--- src/rtl/pwm_duty_sequencer_pkg.sv ---
// rtl/pwm_duty_sequencer_pkg.sv - sequencer state encoding, defaults and duty step helper (PWM_SEQ_RAMP_EN selects ramped steps)
package pwm_seq_pkg;

    localparam int DEFAULT_PERIOD_W = 8;

    typedef logic [1:0] state_t;

    localparam state_t IDLE     = 2'd0;
    localparam state_t ARMED    = 2'd1;
    localparam state_t PLAY     = 2'd2;
    localparam state_t STOPPING = 2'd3;

    // Duty value to present after a boundary when heading towards tgt
    function automatic logic [7:0] step_toward(input logic [7:0] cur, input logic [7:0] tgt);
`ifdef PWM_SEQ_RAMP_EN
        if (cur < tgt) begin
            return cur + 8'd1;
        end else if (cur > tgt) begin
            return cur - 8'd1;
        end else begin
            return cur;
        end
`else
        return (cur == tgt) ? cur : tgt;
`endif
    endfunction

endpackage

--- src/rtl/pwm_duty_sequencer_if.sv ---
// rtl/pwm_duty_sequencer_if.sv - host/PWM-side signal bundle for the duty sequencer
interface pwm_duty_sequencer_if #(
    parameter int AW     = 4,
    parameter int HOLD_W = 8
);
    logic              wr_en;
    logic [AW-1:0]     wr_addr;
    logic [7:0]        wr_data;
    logic [AW-1:0]     seq_last;
    logic [HOLD_W-1:0] hold_periods;
    logic              loop;
    logic              start;
    logic              stop;
    logic [7:0]        Dato;
    logic              period_start;
    logic              busy;
    logic              done;
    logic [AW-1:0]     idx;

    modport master (
        output wr_en, wr_addr, wr_data, seq_last, hold_periods, loop, start, stop,
        input  Dato, period_start, busy, done, idx
    );

    modport slave (
        input  wr_en, wr_addr, wr_data, seq_last, hold_periods, loop, start, stop,
        output Dato, period_start, busy, done, idx
    );
endinterface

--- src/rtl/pwm_duty_sequencer_period_counter.sv ---
// rtl/pwm_duty_sequencer_period_counter.sv - free-running PWM period counter with boundary flag
module pwm_period_counter
    import pwm_seq_pkg::*;
#(
    parameter int PERIOD_W = DEFAULT_PERIOD_W
) (
    input  logic i_clk,
    input  logic i_reset,
    output logic o_boundary
);

    logic [PERIOD_W-1:0] r_cnt;

    // Count 0..2**PERIOD_W-1 and wrap, mirroring the PWM block's own counter
    always_ff @(posedge i_clk) begin
        if (i_reset) begin
            r_cnt <= '0;
        end else begin
            r_cnt <= r_cnt + PERIOD_W'(1);
        end
    end

    // A period boundary is the cycle the count sits at zero
    always_comb begin
        o_boundary = (r_cnt == '0);
    end

endmodule

--- src/rtl/pwm_duty_sequencer.sv ---
// rtl/pwm_duty_sequencer.sv - plays a duty table into the PWM Dato input, one entry per N periods (PWM_SEQ_RAMP_EN: ramped steps)
module pwm_duty_sequencer
    import pwm_seq_pkg::*;
#(
    parameter int DEPTH    = 16,
    parameter int AW       = 4,
    parameter int PERIOD_W = DEFAULT_PERIOD_W,
    parameter int HOLD_W   = 8
) (
    input  logic                 clk_in,
    input  logic                 reset,
    pwm_duty_sequencer_if.slave  bus
);

    state_t            r_state;
    state_t            w_next_state;
    logic [7:0]        r_table [DEPTH];
    logic [7:0]        r_dato;
    logic [7:0]        r_target;
    logic [AW-1:0]     r_idx;
    logic [HOLD_W-1:0] r_hold;
    logic              r_done;
    logic              r_fin;

    logic              w_boundary;
    logic              w_last;
    logic              w_settled;
    logic              w_advance;
    logic              w_finish;
    logic [AW-1:0]     w_adv_idx;
    logic [7:0]        w_adv_val;
    logic [7:0]        w_adv_step;
    logic [7:0]        w_tbl0;
    logic [7:0]        w_ramp_step;
    logic [7:0]        w_zero_step;

    pwm_period_counter #(.PERIOD_W(PERIOD_W)) u_period (
        .i_clk      (clk_in),
        .i_reset    (reset),
        .o_boundary (w_boundary)
    );

    // Single write port; table contents deliberately survive reset
    always_ff @(posedge clk_in) begin
        if (bus.wr_en) begin
            r_table[bus.wr_addr] <= bus.wr_data;
        end
    end

    // Advance decisions and async table reads; idx beyond a lowered seq_last counts as last
    always_comb begin
        w_last      = (r_idx >= bus.seq_last);
        w_adv_idx   = w_last ? '0 : r_idx + AW'(1);
        w_adv_val   = r_table[w_adv_idx];
        w_adv_step  = step_toward(r_dato, w_adv_val);
        w_tbl0      = r_table[0];
        w_ramp_step = step_toward(r_dato, r_target);
        w_zero_step = step_toward(r_dato, 8'h00);
        w_settled   = (r_dato == r_target);
        w_advance   = w_boundary && w_settled && (r_hold == '0);
        w_finish    = w_advance && w_last && !bus.loop;
    end

    // State register
    always_ff @(posedge clk_in) begin
        if (reset) begin
            r_state <= IDLE;
        end else begin
            r_state <= w_next_state;
        end
    end

    // Next-state: stop beats start and beats a same-cycle boundary
    always_comb begin
        w_next_state = r_state;
        case (r_state)
            IDLE: begin
                if (bus.start && !bus.stop) begin
                    w_next_state = ARMED;
                end
            end
            ARMED: begin
                if (bus.stop) begin
                    w_next_state = STOPPING;
                end else if (w_boundary) begin
                    w_next_state = PLAY;
                end
            end
            PLAY: begin
                if (bus.stop) begin
                    w_next_state = STOPPING;
                end else if (w_finish) begin
                    w_next_state = (w_zero_step == 8'h00) ? IDLE : STOPPING;
                end
            end
            STOPPING: begin
                if (w_boundary && (w_zero_step == 8'h00)) begin
                    w_next_state = IDLE;
                end
            end
            default: w_next_state = IDLE;
        endcase
    end

    // Datapath: Dato, idx and hold count only move on period boundaries
    always_ff @(posedge clk_in) begin
        if (reset) begin
            r_dato   <= 8'h00;
            r_target <= 8'h00;
            r_idx    <= '0;
            r_hold   <= '0;
            r_done   <= 1'b0;
            r_fin    <= 1'b0;
        end else begin
            r_done <= 1'b0;
            case (r_state)
                IDLE: begin
                    if (bus.start && !bus.stop) begin
                        r_idx <= '0;
                        r_fin <= 1'b0;
                    end
                end
                ARMED: begin
                    if (!bus.stop && w_boundary) begin
                        r_target <= w_tbl0;
                        r_dato   <= step_toward(r_dato, w_tbl0);
                        r_hold   <= bus.hold_periods;
                    end
                end
                PLAY: begin
                    if (!bus.stop && w_boundary) begin
                        if (!w_settled) begin
                            // Still ramping: the hold count restarts until the target is reached
                            r_dato <= w_ramp_step;
                            r_hold <= bus.hold_periods;
                        end else if (r_hold != '0) begin
                            r_hold <= r_hold - HOLD_W'(1);
                        end else if (!w_last || bus.loop) begin
                            r_idx    <= w_adv_idx;
                            r_target <= w_adv_val;
                            r_dato   <= w_adv_step;
                            r_hold   <= bus.hold_periods;
                        end else begin
                            r_target <= 8'h00;
                            r_dato   <= w_zero_step;
                            if (w_zero_step == 8'h00) begin
                                r_done <= 1'b1;
                            end else begin
                                r_fin <= 1'b1;
                            end
                        end
                    end
                end
                STOPPING: begin
                    if (bus.stop) begin
                        r_fin <= 1'b0;
                    end
                    if (w_boundary) begin
                        r_target <= 8'h00;
                        r_dato   <= w_zero_step;
                        if (w_zero_step == 8'h00) begin
                            // A finish that had to ramp down reports done on reaching zero
                            r_done <= r_fin && !bus.stop;
                            r_fin  <= 1'b0;
                        end
                    end
                end
                default: begin
                    r_dato <= 8'h00;
                end
            endcase
        end
    end

    // Outputs: busy covers every non-idle state
    always_comb begin
        bus.Dato         = r_dato;
        bus.idx          = r_idx;
        bus.busy         = (r_state != IDLE);
        bus.done         = r_done;
        bus.period_start = w_boundary;
    end

endmodule
--- src/flat_wrapper.sv ---
// flat-port wrapper written by rule: the top's interface ports become plain ports
module pwm_duty_sequencer_flat import pwm_seq_pkg::*;
#(
    parameter int DEPTH    = 16,
    parameter int AW       = 4,
    parameter int PERIOD_W = DEFAULT_PERIOD_W,
    parameter int HOLD_W   = 8
)
  (clk_in, reset, bus_wr_en, bus_wr_addr, bus_wr_data, bus_seq_last, bus_hold_periods, bus_loop, bus_start, bus_stop, bus_Dato, bus_period_start, bus_busy, bus_done, bus_idx);
  pwm_duty_sequencer_if #(.AW(AW), .HOLD_W(HOLD_W)) bus_i ();
  input  logic clk_in;
  input  logic reset;
  input wire logic [$bits(bus_i.wr_en)-1:0] bus_wr_en;
  input wire logic [$bits(bus_i.wr_addr)-1:0] bus_wr_addr;
  input wire logic [$bits(bus_i.wr_data)-1:0] bus_wr_data;
  input wire logic [$bits(bus_i.seq_last)-1:0] bus_seq_last;
  input wire logic [$bits(bus_i.hold_periods)-1:0] bus_hold_periods;
  input wire logic [$bits(bus_i.loop)-1:0] bus_loop;
  input wire logic [$bits(bus_i.start)-1:0] bus_start;
  input wire logic [$bits(bus_i.stop)-1:0] bus_stop;
  output wire logic [$bits(bus_i.Dato)-1:0] bus_Dato;
  output wire logic [$bits(bus_i.period_start)-1:0] bus_period_start;
  output wire logic [$bits(bus_i.busy)-1:0] bus_busy;
  output wire logic [$bits(bus_i.done)-1:0] bus_done;
  output wire logic [$bits(bus_i.idx)-1:0] bus_idx;
  assign bus_i.wr_en = bus_wr_en;
  assign bus_i.wr_addr = bus_wr_addr;
  assign bus_i.wr_data = bus_wr_data;
  assign bus_i.seq_last = bus_seq_last;
  assign bus_i.hold_periods = bus_hold_periods;
  assign bus_i.loop = bus_loop;
  assign bus_i.start = bus_start;
  assign bus_i.stop = bus_stop;
  assign bus_Dato = bus_i.Dato;
  assign bus_period_start = bus_i.period_start;
  assign bus_busy = bus_i.busy;
  assign bus_done = bus_i.done;
  assign bus_idx = bus_i.idx;
  pwm_duty_sequencer #(.DEPTH(DEPTH), .AW(AW), .PERIOD_W(PERIOD_W), .HOLD_W(HOLD_W)) u_core (.clk_in(clk_in), .reset(reset), .bus(bus_i));
endmodule
--- config.mk ---
export PLATFORM = sky130hd
export DESIGN_NAME = pwm_duty_sequencer_flat
export DESIGN_NICKNAME = d
export VERILOG_FILES = /design/src/rtl/pwm_duty_sequencer_pkg.sv /design/src/rtl/pwm_duty_sequencer_if.sv /design/src/rtl/pwm_duty_sequencer_period_counter.sv /design/src/rtl/pwm_duty_sequencer.sv /design/src/flat_wrapper.sv
export SDC_FILE = /design/constraint.sdc
export NUM_CORES = 1
export LEC_CHECK = 0
export ABC_AREA = 1
export ABC_CLOCK_PERIOD_IN_PS = 7400
export CAP_MARGIN = 0
export CORE_MARGIN = 2
export CORE_UTILIZATION = 60
export CTS_CLUSTER_DIAMETER = 40
export DETAILED_ROUTE_END_ITERATION = 10
export PLACE_DENSITY = 0.8
export SKIP_LAST_GASP = 1
export SYNTH_ARGS = -nofsm -noshare
export SYNTH_HDL_FRONTEND = slang
export SYNTH_SLANG_ARGS = --single-unit
--- constraint.sdc ---
create_clock -name clk_in -period 7.4 [get_ports clk_in]
set_input_delay 1.48 -clock clk_in [delete_from_list [all_inputs] [get_ports clk_in]]
set_output_delay 1.48 -clock clk_in [all_outputs]
set_load 0.01 [all_outputs]
Word-level counts from Yosys, hierarchy flattened:

Memory sizes are Yosys's and may differ from the RTL's.
Cells that the tools add are included.
W data, S select, Z words.

* register bits after elaboration: 40
* bits in writable memories: 128
* bits of input ports: 30
* output and inout bits: 15
* logic and storage cells: 122
* memories kept: 1

* add/sub/neg operators: 3
* order comparisons: 1
* equality and inequality tests: 22
* muxes and demuxes: 58
* reduce and logical (&&, ||, !) cells: 29

Memory list
* u_core.r_table: depth 16, width 8, read ports 2, clocked after memory_dff 0, wr ports 1, line pwm_duty_sequencer.sv:17 `logic [7:0] r_table [DEPTH];`

Operators by type and width (number)
* $mux W8: 20
* $pmux W8 S3: 2
* $logic_not A8 Y1: 4
* $eq A8 B8 Y1: 3
* $mux W4: 6
* $mux W1: 18
* $pmux W8 S2: 1
* $mux W2: 7
* $ne A2 B1 Y1 const B: 7
* $reduce_and A7 Y1: 2
* $reduce_and A6 Y1: 2
* $add A8 B1 Y8 const B: 1
* $logic_and A1 B1 Y1: 8
* $ne A2 B2 Y1 const B: 4
* $ne A4 B4 Y1 const B: 2
* $pmux W2 S4: 1
* $pmux W4 S2: 1
* $reduce_and A4 Y1: 2
* $reduce_bool A8 Y1: 1
* $sub A8 B1 Y8 const B: 1
* $ne A3 B2 Y1 const B: 2
* $reduce_bool A2 Y1: 3
* $reduce_bool A3 Y1: 2
* $add A4 B1 Y4 const B: 1
* other kinds (9): 12

Longest topological paths before layout:

Gate-level depths: netlist of the first run.
An unclocked memory read counts as a cell.

* depth in word-level cells: 10
* mapped depth: 25
* mapped depth without buffers: 22

By module:

From an unflattened synthesis of the first run, not the netlist that was laid out.

* cell total of the unflattened synthesis: 870
* area, all modules: 8008.9 um2

Modules (own cells, without submodules)
* pwm_duty_sequencer: times used 1, cells an instance 817, area each 7632.3 um2, sequential area each 4484.3 um2
* pwm_period_counter: times used 1, cells an instance 53, area each 376.6 um2, sequential area each 160.2 um2

Worst setup path after synthesis of the first run:

OpenSTA, ideal clock, no wires.

* kind: input-to-reg
* start: input bus_seq_last[3]
* end: register u_core.r_dato[4] (netlist: u_core.bus.Dato[4])
* arrival: 3528 ps
* slack: 3759 ps
* stages on the path: 18
* cell sequence: inv_1 ha_1 a21oi_4 nand4_1 buf_4 buf_4 nand2_1 nand3_1 nand3_1 nand3_1 nand3_1 nand2_1 nor2_1 nand3_1 nor2_1 nor2_4 nor2_1 nor2_1

* longest elaborated chain between the ends: 9
* elaborated cells between the ends (all ways): 14

RTL lines
* start, declared: line flat_wrapper.sv:16 `input wire logic [$bits(bus_i.seq_last)-1:0] bus_seq_last;`
* $ge A4 B4 Y1 *: line pwm_duty_sequencer.sv:52 `w_last = (r_idx >= bus.seq_last);`
* $mux W4: line pwm_duty_sequencer.sv:53 `w_adv_idx = w_last ? '0 : r_idx + AW'(1);`
* $mem_v2 Z16 W8
* $mux W8: line pwm_duty_sequencer_pkg.sv:24 `return (cur == tgt) ? cur : tgt;`
* $mux W8: line pwm_duty_sequencer.sv:138 `end else if (!w_last || bus.loop) begin`
* $mux W8: line pwm_duty_sequencer.sv:136 `end else if (r_hold != '0) begin`
* $mux W8: line pwm_duty_sequencer.sv:132 `if (!w_settled) begin`
* $mux W8: line pwm_duty_sequencer.sv:131 `if (!bus.stop && w_boundary) begin`
* $pmux W8 S3: line pwm_duty_sequencer.sv:116 `case (r_state)`
* end signal, assigned: line pwm_duty_sequencer.sv:134 `r_dato <= w_ramp_step;`
* end signal, assigned: line pwm_duty_sequencer.sv:141 `r_dato <= w_adv_step;`
* end signal, assigned: line pwm_duty_sequencer.sv:145 `r_dato <= w_zero_step;`
* end, declared: line pwm_duty_sequencer.sv:18 `logic [7:0] r_dato;`

Mark *: on every way between the ends. The rest lies on a longest branch, timed or not. The select of a mux whose other input is x is not followed.
A chain may end at the register's enable or synchronous reset.

Final worst setup path of the first run:

* start: input bus_seq_last[3]
* end: register u_core.r_dato[2] (netlist: u_core.bus.Dato[2])

Same word-level chain as after synthesis.

==> impl_results.md, run 1 <==
- Leakage: 3.57 nW
- Fillcell total: 974
- Vias in the first global route: 5928
- Initial antenna violation count: 0
- P per Cell Area: 308 mW/mm^2
- Yosys warns: 0
- Slew Limit Fails: 0
- Crit path from: bus_seq_last[3]
- Gr ovfl total: 0
- CP Capture Type: register
- Remaining antenna violation count: 0
- Status: finished, final reports clean
- Die Wd: 119 um
- Residual DRC: 0
- CP max stage cell: inv_1
- Die H: 119 um
- Measured slew at the worst slew-check pin: 1040 ps
- Final core occ: 69.4%
- Clk_lat worst skew: 440 ps
- #FFs+latches synth: 168
- Final Hold Fails: 0
- Reg2Reg Launch Point: u_core.bus.idx[0]$_SDFFE_PP0P_
- Area leader, netlist: edfxtp_1
- GRT Util Overall: 28.5%
- Crit-path max FO: 24
- Post-CTS Setup Inserts: 0
- TritonRoute pass-1 iters: 6
- Core Box Area: 0.0131 mm^2
- Crit path kind: input port to register
- Critical path cell sequence: clkdlybuf4s50_1 -> inv_1 -> ha_1 -> a21oi_4 -> nand3_2 -> inv_1 -> nand3_1 -> nand3_1 -> nand3_1 -> nand3_1 -> nand2_1 -> inv_1 -> nand2_1 -> nor2_1 -> nand3_2 -> nand3_1 -> nand2_1 -> nor2_1
- Number of buffers created by CTS: 17
- Final Net Count: 954
- Hold crit path type: register to register
- Count of flip-flops with a built-in enable after synthesis: 128
- Post-detail-place hpwl: 12400 um
- Hold-fix buffers, CTS: 0
- DR iter-0 viols: 790
- Max clock buf depth: 2
- Tot Pwr: 2.79 mW
- Seq/Total Area, Yosys: 58.3%
- CP startpoint kind: input port
- Die ar.: 0.0142 mm^2
- Async SR Flop Fraction: 0%
- Initial core utilization: 60.9%
- Max Clock Skew: 10.1 ps
- Layout cells sized above 1: 5.71%
- Standard-cell rows: 42
- Mapped Cells: 877
- Setup TNS: 0 ps
- Crit share post-route: 69.1%
- Buf+Inv Stages, Crit Path: 4
- F_max: 196 MHz
- Most frequent cell on the critical path: nand3_1
- CTS tree: done
- VDD IR max: 0.000235 V
- Top post-synthesis cells by area: edfxtp_1 48%, nand2_1 10%, dfxtp_1 10%
- Post-layout min period: 5110 ps
- Vias per cell: 5.79
- H-tree depth: 4
- First-pass GRT wire length: 31000 um
- Wire length per cell: 17.5 um
- Area Growth Syn to Fin: 14.0%
- Clock transition at path regs: 60 ps
- Root Driver: clkbuf_16
- CP required: 7770 ps
- Max-Cap Viols: 0
- Slew HR: 30.1%
- Synth top area share: 48.3%
- Avg Cell Area, Syn: 9.08 um^2
- GP Congestion: 0.926
- I/O Buffers: 44
- Crit path DAT: 5480 ps
- CP max stage delay: 770 ps
- Largest net degree at the start of global routing: 66
- CP top delay family: simple AND/OR/NAND/NOR gates
- Hold wc startpoint: u_core.u_period.r_cnt[0]$_SDFF_PP0_
- Syn nets: 915
- Mapped Area: 0.00796 mm^2
- # IOs: 45
- RSZ-0062 raised after global routing: no
- Yosys cell types: 37
- Number of antenna diodes: 0
- Post_cts resized: 0
- Final wirelength: 19300 um
- Top FF cell, synth: edfxtp_1
- Final-report setup violation count: 0
- Vias after detailed routing: 6393
- CTS Sinks: 168
==> per-stage QoR <==
stage	std cells	worst slack [ps]	hold slack [ps]	cell area [um^2]
final	1104	2290	470	9080
after global routing	1104	1980	475	9080
after CTS	1104	2430	467	9080
after detailed placement	1073	2040	452	8520
after global placement	1073	2120	443	8520
after floorplan	877	3760	430	7960
==> final cells by class <==
type	instances	area, um^2	share of cell area, %
Sequential cell	168	4640	51.2
Clock inverter	14	138	1.52
Inverter	83	312	3.43
Clock buffer	17	425	4.69
Multi-Input combinational cell	594	2840	31.3
Timing Repair Buffer	52	500	5.51
Tap cell	176	220	2.43
==> kinds of logic after synthesis <==
| group | synth area share, % |
|---|---|
| and+or+nand+nor | 27.1 |
| DFF | 58.3 |
| buffers and inverters | 6.16 |
| AOI/OAI and AO/OA | 5.81 |
| xor gates and xnor gates | 1.32 |
| adders and majority gates | 1.26 |
==> power breakdown <==
group          total [mW]  leakage [nW]  switching (mW)  internal (mW)
sequential           1.13          1.48          0.0616           1.07
combinational       0.813          1.81           0.547          0.265
clock               0.852         0.277           0.383          0.469
==> state kept, by name (all words and copies together) (netlist names) <==
register,flops
u_core.r_target,8
u_core.r_state,2
u_core.bus.idx,4
u_core.r_fin,1
u_core.u_period.r_cnt,8
u_core.r_table,128
u_core.bus.Dato,8
u_core.r_hold,8
u_core.bus.done,1
==> routing by layer <==
| metal | GRT usage (%) | vias to the layer above | routed length [um] | part of all wire [%] |
|---|---|---|---|---|
| met5 | 0 | - | 0 | 0 |
| met4 | 12.0 | 0 | 591 | 3.1 |
| met3 | 6.80 | 52 | 1660 | 8.6 |
| met2 | 45.5 | 309 | 9160 | 47 |
| met1 | 37.6 | 2954 | 7910 | 41 |
| li1 | - | 3078 | - | - |
==> final timing paths <==
check	to	slack (ps)	cells past startpoint
worst min register to register	u_core.u_period.r_cnt[0]$_SDFF_PP0_	470	1
worst max-delay path	u_core.bus.Dato[2]$_SDFFE_PP0P_	2290	18
worst min-delay path	u_core.u_period.r_cnt[0]$_SDFF_PP0_	470	1
worst max register to register	u_core.bus.Dato[2]$_SDFFE_PP0P_	2640	21
==> cells in the mapped netlist, types with 3 or more instances <==
cell type	number
a211oi_1	3
a21boi_0	3
a21oi_1	24
a31oi_1	14
buf_2	11
buf_6	5
clkbuf_1	12
clkinv_1	4
dfxtp_1	40
edfxtp_1	128
ha_1	8
inv_1	76
inv_2	3
nand2_1	219
nand3_1	151
nand4_1	19
nor2_1	78
nor2_2	3
nor3_1	14
nor4_1	4
o211ai_1	4
o21ai_0	25
xor2_1	10
==> cells in the final DEF, fill, tap and decap left out, types with 4 or more instances in the layout <==
master and count:
clkdlybuf4s50_1 44, edfxtp_1 128, a21oi_1 24, nand4_1 19, a31oi_1 14, ha_1 8, o211ai_1 4, nor2_1 78
xor2_1 10, o21ai_0 25, clkbuf_16 17, nand3_1 151, dfxtp_1 40, nor4_1 4, clkinv_1 4, inv_6 6
nor3_1 12, buf_4 8, inv_1 76, nand2_1 219
No activity file was read; power rests on OpenSTA's default activity.
==> run 2, diff against run 1 <==
- ABC_CLOCK_PERIOD_IN_PS: 7400 -> 5200
- clock period: 7.4 -> 5.2 ns (I/O delays scaled with it)
==> run 2 against run 1 <==
Effect of this change: sequential power increased by 42%; wire length down 1.9%; global-route usage down 0.58 points; clock power is 48% higher; critical path depth up 2; first-iteration DRC count decreased by 17%; largest cell class unchanged; largest power group unchanged.
==> impl_results.md, run 2 (synthesis results as in run 1) <==
- Slew HR: 42.9% (was 30.1%)
- Slew Limit Fails: 0 (unchanged)
- Fillcell total: 976 (was 974)
- Post-detail-place hpwl: 12600 um (was 12400 um)
- Final core occ: 70.0% (was 69.4%)
- Multi-input gate area: 0.00283 mm^2 (was 0.00284 mm^2)
- Critical path cell sequence: clkdlybuf4s50_1 -> inv_1 -> ha_1 -> a21oi_4 -> nand4_1 -> buf_12 -> inv_2 -> nand2_1 -> nand3_1 -> nand3_1 -> nand3_1 -> nand2_1 -> nand2_1 -> nand2_1 -> nor2_1 -> nand3_1 -> nor2_1 -> nor2_4 -> nor2_1 -> nor2_1 (was clkdlybuf4s50_1 -> inv_1 -> ha_1 -> a21oi_4 -> nand3_2 -> inv_1 -> nand3_1 -> nand3_1 -> nand3_1 -> nand3_1 -> nand2_1 -> inv_1 -> nand2_1 -> nor2_1 -> nand3_2 -> nand3_1 -> nand2_1 -> nor2_1)
- Area Growth Syn to Fin: 15.0% (was 14.0%)
- Clk_lat worst skew: 440 ps (about the same)
- Core Box Area: 0.0131 mm^2 (unchanged)
- Post-layout min period: 4080 ps
- Hold-fix buffers, CTS: 0 (unchanged)
- Status: finished, final reports clean (unchanged)
- Max clock buf depth: 2 (unchanged)
- First-pass GRT wire length: 30400 um (was 31000 um)
- Max-Cap Viols: 0 (unchanged)
- Gr ovfl total: 0 (unchanged)
- Crit path DAT: 4420 ps (was 5480 ps)
- Initial core utilization: 60.9% (unchanged)
- Root Driver: clkbuf_16 (unchanged)
- CP Capture Type: register (unchanged)
- Placed Cells: 1080 (was 1073)
- Remaining antenna violation count: 0 (unchanged)
- Measured slew at the worst slew-check pin: 854 ps (was 1040 ps)
- M2 GR Usage: 45.1% (was 45.5%)
- Largest net degree at the start of global routing: 66 (unchanged)
- # IOs: 45 (unchanged)
- Non-Filler Instances: 1112 (was 1104)
- Setup TNS: 0 ps (unchanged)
- CP required: 5530 ps (was 7770 ps)
- Hold Path Stages: 2 (was 1)
- Crit-path max FO: 65 (was 24)
- Tot Pwr: 4.01 mW (was 2.79 mW)
- Buf+Inv Stages, Crit Path: 4 (unchanged)
- CP max stage cell: clkdlybuf4s50_1 (was inv_1)
- Most flop-heavy register: u_core.r_table (unchanged)
- TritonRoute pass-1 iters: 7 (was 6)
- Final Net Count: 961 (was 954)
- Max Clock Skew: 7.19 ps (was 10.1 ps)
- Most frequent cells in the layout: 219 x nand2_1, 151 x nand3_1, 128 x edfxtp_1, 78 x nor2_1, 76 x inv_1 (unchanged)
- Vias in the first global route: 5954 (was 5928)
- Most common cell after layout, fill and taps aside: nand2_1 (unchanged)
- Hold crit path type: register to register (unchanged)
- Wire length per cell: 17.0 um (was 17.5 um)
- DR iter-0 viols: 656 (was 790)
- Register area: 0.00464 mm^2 (unchanged)
- F_max: 245 MHz
- Busiest grt layer: met2 (unchanged)
- Number of buffers created by CTS: 17 (unchanged)
- RSZ-0062 raised after global routing: no (unchanged)
- CTS tree: done (unchanged)
- Final-report setup violation count: 0 (unchanged)
- CP startpoint kind: input port (unchanged)
- GRT met1 Usage: 37.3% (was 37.6%)
- Leakage: 3.62 nW (was 3.57 nW)
- GRT Util Overall: 27.9% (was 28.5%)
- Die H: 119 um (unchanged)
- H-tree depth: 4 (unchanged)
- Max reg flops: 128 (unchanged)
- Crit path kind: input port to register (unchanged)
- Clock transition at path regs: 70 ps (was 60 ps)
- VDD IR max: 0.000268 V (was 0.000235 V)
- Setup ws final: 1120 ps (was 2290 ps)
- Standard-cell rows: 42 (unchanged)
- Final Hold Fails: 0 (unchanged)
- Grt met3 use: 5.03% (was 6.80%)
- Initial antenna violation count: 0 (unchanged)
- Residual DRC: 0 (unchanged)
- Final wirelength: 19000 um (was 19300 um)
- Vias per cell: 5.77 (was 5.79)
- GP Congestion: 0.900 (was 0.926)
- R2R cell count: 21 (unchanged)
- CP top delay family: simple AND/OR/NAND/NOR gates (unchanged)
- Die ar.: 0.0142 mm^2 (unchanged)
- Crit. path cell count: 20 (was 18)
- CP max stage delay: 450 ps (was 770 ps)
- Die Wd: 119 um (unchanged)
- Crit share post-route: 78.5%
- Post_cts resized: 0 (unchanged)
- Pre-CTS setup slack: 730 ps (was 2040 ps)
- I/O Buffers: 44 (unchanged)
- Number of antenna diodes: 0 (unchanged)
- Post-CTS Setup Inserts: 0 (unchanged)
- Vias after detailed routing: 6414 (was 6393)
- CTS Sinks: 168 (unchanged)
- P per Cell Area: 438 mW/mm^2 (was 308 mW/mm^2)
- Layout cells sized above 1: 6.20% (was 5.71%)
run 2: changes by cell type in the layout (fill, tap and decap cells not counted):
cell | before | now
clkinv_1 | 4 | 5
inv_6 | 6 | 5
buf_4 | 8 | 14
nor3_2 | 2 | 0
clkinv_4 | 3 | 1
buf_12 | 0 | 1
inv_8 | 1 | 2
bufinv_16 | 1 | 2
clkinvlp_4 | 1 | 2
nor3_1 | 12 | 14
run 2: routing by layer:
layer | vias up | share of wire [%]
li1 | 3107 | -
met1 | 2987 | 42
met2 | 277 | 48
met3 | 43 | 7.0
met4 | 0 | 2.7
met5 | - | 0
run 2: cell type report:
| type | instances | share of cell area [%] |
|---|---|---|
| sequential | 168 | 50.7 |
| multi-input combinational | 594 | 30.9 |
| timing repair buffer | 59 | 6.17 |
| clock buffer | 17 | 4.64 |
| inverter | 83 | 3.40 |
| tap | 176 | 2.40 |
| clock inverter | 15 | 1.79 |
run 2: stage by stage:
stage	hold WS, ps	cell area, um^2
after floorplan	430	7960
after global placement	442	8570
after detailed placement	458	8570
after CTS	476	9160
after global routing	509	9160
final	476	9160
run 2: path summary, 6_finish.rpt:
path | startpoint | end | slack, ps
setup / recovery | bus_seq_last[3] | u_core.bus.Dato[1]$_SDFFE_PP0P_ | 1120
hold / removal | u_core.u_period.r_cnt[7]$_SDFF_PP0_ | u_core.u_period.r_cnt[7]$_SDFF_PP0_ | 480
setup reg to reg | u_core.bus.idx[0]$_SDFFE_PP0P_ | u_core.bus.Dato[1]$_SDFFE_PP0P_ | 1300
hold reg to reg | u_core.u_period.r_cnt[7]$_SDFF_PP0_ | u_core.u_period.r_cnt[7]$_SDFF_PP0_ | 480
run 2: power by group:
group | internal, mW | total [mW] | switching (mW)
Combinational | 0.390 | 1.15 | 0.762
Sequential | 1.52 | 1.60 | 0.0805
Clock | 0.717 | 1.26 | 0.545
Total | 2.62 | 4.01 | 1.39
run 2: worst register-to-register path: stages, from the launching register on:
cell     delay [ps]
dfxtp_1         300
buf_4           180
inv_2           570
ha_1            370
inv_1            60
nand2_1          40
nand2_1          50
nand2_1          60
nand2_2         260
nand3_1         170
inv_2           370
nand3_1         210
nand3_1         160
nand3_1         170
nand3_1         170
nand2_1          60
nor2_1          100
nand3_1          70
nor2_1          180
nor2_4           90
nor2_1          100
nor2_1           50
==> run 3, diff against run 2 <==
- ABC_CLOCK_PERIOD_IN_PS: 5200 -> 4300
- clock period: 5.2 -> 4.3 ns (I/O delays scaled with it)
==> run 3 against run 2 <==
Effect of this change: global-route usage up 0.54 points; register-to-register slack worse by 160 ps; first-iteration DRC count is 22% higher; flip-flop and latch count did not move; total power increased by 21%; combinational power increased by 22%; highest routed layer unchanged.
==> impl_results.md, run 3 (synthesis results as in run 1) <==
- Vias after detailed routing: 6468 (was 6414)
- Switching share of power: 34.7% (was 34.6%)
- Post_cts resized: 0 (unchanged)
- Critical path cell sequence: clkdlybuf4s50_1 -> inv_1 -> ha_1 -> a21oi_4 -> buf_4 -> nand3_1 -> inv_2 -> nand3_1 -> nand3_1 -> nand2_1 -> a21oi_1 -> nand2_1 -> nor2_1 -> nand3_2 -> nand3_1 -> nand2_1 -> nor2_1 (was clkdlybuf4s50_1 -> inv_1 -> ha_1 -> a21oi_4 -> nand4_1 -> buf_12 -> inv_2 -> nand2_1 -> nand3_1 -> nand3_1 -> nand3_1 -> nand2_1 -> nand2_1 -> nand2_1 -> nor2_1 -> nand3_1 -> nor2_1 -> nor2_4 -> nor2_1 -> nor2_1)
- Slew Limit Fails: 0 (unchanged)
- Status: finished, final reports clean (unchanged)
- Psw: 1.69 mW (was 1.39 mW)
- Most frequent cells in the layout: 219 x nand2_1, 151 x nand3_1, 128 x edfxtp_1, 78 x nor2_1, 76 x inv_1 (unchanged)
- CP startpoint kind: input port (unchanged)
- Root Driver: clkbuf_16 (unchanged)
- DR iter-0 viols: 803 (was 656)
- I/O Buffers: 44 (unchanged)
- Residual DRC: 0 (unchanged)
- CP max stage delay: 460 ps (was 450 ps)
- Non-Filler Instances: 1115 (was 1112)
- CP max stage cell: clkdlybuf4s50_1 (unchanged)
- Initial antenna violation count: 0 (unchanged)
- Hold wc startpoint: u_core.u_period.r_cnt[0]$_SDFF_PP0_ (was u_core.u_period.r_cnt[7]$_SDFF_PP0_)
- Area Growth Syn to Fin: 15.4% (was 15.0%)
- Reg power frac: 39.8% (about the same)
- Clk network pwr share: 31.4% (was 31.5%)
- Max Clock Skew: 6.36 ps (was 7.19 ps)
- Final Hold Fails: 0 (unchanged)
- CP Capture Type: register (unchanged)
- H-tree depth: 4 (unchanged)
- Number of antenna diodes: 0 (unchanged)
- Number of buffers created by CTS: 17 (unchanged)
- Register area: 0.00464 mm^2 (unchanged)
- Hold Path Stages: 1 (was 2)
- Critical Path End: u_core.bus.Dato[5]$_SDFFE_PP0P_ (was u_core.bus.Dato[1]$_SDFFE_PP0P_)
- Max clock buf depth: 2 (unchanged)
- Post-layout min period: 3630 ps
- Vias per cell: 5.80 (was 5.77)
- Placed Cells: 1083 (was 1080)
- Most frequent cell on the critical path: nand3_1
- Max-Cap Viols: 0 (unchanged)
- Tot Pwr: 4.87 mW (was 4.01 mW)
- First-pass GRT wire length: 31000 um (was 30400 um)
- CTS Sinks: 168 (unchanged)
- Most common cell after layout, fill and taps aside: nand2_1 (unchanged)
- # IOs: 45 (unchanged)
- Vias in the first global route: 6140 (was 5954)
- Wire length per cell: 17.2 um (was 17.0 um)
- P per Cell Area: 529 mW/mm^2 (was 438 mW/mm^2)
- FF-to-FF End: u_core.bus.Dato[5]$_SDFFE_PP0P_ (was u_core.bus.Dato[1]$_SDFFE_PP0P_)
- TritonRoute pass-1 iters: 5 (was 7)
- Crit-path max FO: 23 (was 65)
- CP required: 4670 ps (was 5530 ps)
- Gr ovfl total: 0 (unchanged)
- Final-report setup violation count: 0 (unchanged)
- Setup TNS: 0 ps (unchanged)
- Combinational power share: 28.8% (was 28.7%)
- Initial core utilization: 60.9% (unchanged)
- Final core occ: 70.3% (was 70.0%)
- Crit share post-route: 84.5%
- Internal power: 3.18 mW (was 2.62 mW)
- Slew HR: 44.1% (was 42.9%)
- F_max: 275 MHz
- Core Box Area: 0.0131 mm^2 (unchanged)
- Most flop-heavy register: u_core.r_table (unchanged)
- Min Hold Slack: 463 ps (was 476 ps)
- Hold-fix buffers, CTS: 0 (unchanged)
- Die H: 119 um (unchanged)
- Final wirelength: 19200 um (was 19000 um)
- Crit path DAT: 4010 ps (was 4420 ps)
- Fillcell total: 957 (was 976)
- Remaining antenna violation count: 0 (unchanged)
- CTS tree: done (unchanged)
- R2R cell count: 19 (was 21)
- Final Net Count: 964 (was 961)
- Layout cells sized above 1: 6.50% (was 6.20%)
- VDD IR max: 0.000394 V (was 0.000268 V)
- Post-CTS Setup Inserts: 0 (unchanged)
- GRT Util Overall: 28.5% (was 27.9%)
- Hold crit path type: register to register (unchanged)
- RSZ-0062 raised after global routing: no (unchanged)
- Clk_lat worst skew: 430 ps (was 440 ps)
- Reg2Reg Launch Point: u_core.bus.idx[0]$_SDFFE_PP0P_ (unchanged)
- Max reg flops: 128 (unchanged)
- Die ar.: 0.0142 mm^2 (unchanged)
- Standard-cell rows: 42 (unchanged)
- Measured slew at the worst slew-check pin: 835 ps (was 854 ps)
- Post-detail-place hpwl: 12600 um (about the same)
- Clock transition at path regs: 60 ps (was 70 ps)
- Crit path from: bus_seq_last[3] (unchanged)
- Die Wd: 119 um (unchanged)
- GP Congestion: 0.868 (was 0.900)
- Leakage: 3.63 nW (was 3.62 nW)
- Multi-input gate area: 0.00283 mm^2 (unchanged)
- Largest net degree at the start of global routing: 48 (was 66)
- R2R setup slack: 1140 ps (was 1300 ps)
- Crit path kind: input port to register (unchanged)
## run 3: cell types whose count changed in the layout (fill, tap and decap cells not counted)
cell / delta
clkinv_4: -1
clkinv_1: -1
buf_12: +1
inv_6: +2
inv_8: -1
clkbuf_1: +1
buf_4: +2
## run 3: layout make-up
cell class / instances / area share, %
tap: 176 / 2.40
clock buffer: 18 / 4.67
clock inverter: 14 / 1.71
multi-input combinational: 594 / 30.8
inverter: 83 / 3.39
timing repair buffer: 62 / 6.53
sequential: 168 / 50.5
## run 3: power by group through the flow
| stage | combinational (mW) | sequential [mW] | clock [mW] |
|---|---|---|---|
| global placement | 1.35 | 1.97 | 0 |
| finish | 1.40 | 1.94 | 1.53 |
| floorplan | 1.02 | 1.94 | 0 |
| CTS | 1.38 | 1.94 | 1.54 |
| detailed placement | 1.37 | 1.97 | 0 |
| global route | 1.59 | 1.95 | 1.60 |
## run 3: worst min-delay path by stage
stage	to	slack, ps
after detailed placement	u_core.u_period.r_cnt[0]$_SDFF_PP0_	450
after floorplan	u_core.u_period.r_cnt[0]$_SDFF_PP0_	430
after global routing	u_core.u_period.r_cnt[0]$_SDFF_PP0_	490
final	u_core.u_period.r_cnt[0]$_SDFF_PP0_	460
after global placement	u_core.u_period.r_cnt[0]$_SDFF_PP0_	440
after CTS	u_core.u_period.r_cnt[0]$_SDFF_PP0_	470
## run 3: layer usage
metal / vias to the layer above / global-route usage (%) / wire length [um] / part of all wire, %
met2: 336 / 47.3 / 9490 / 50
met4: 0 / 10.3 / 441 / 2.3
li1: 3102 / - / - / -
met3: 45 / 7.04 / 1690 / 8.8
met5: - / 0 / 0 / 0
met1: 2985 / 36.4 / 7540 / 39
## run 3: through the flow
stage               instance area [um^2]  worst slack, ps
global placement                    8610              311
detailed placement                  8610              294
finish                              9190              667
floorplan                           7960             1280
CTS                                 9190              718
global route                        9190              375
## run 3: worst max-delay path, delay by kind of cell
| family | cells | cell delay (ps) |
|---|---|---|
| compound gates | 2 | 290 |
| fa+ha+maj | 1 | 310 |
| buf+inv | 4 | 1150 |
| simple gates | 10 | 1370 |
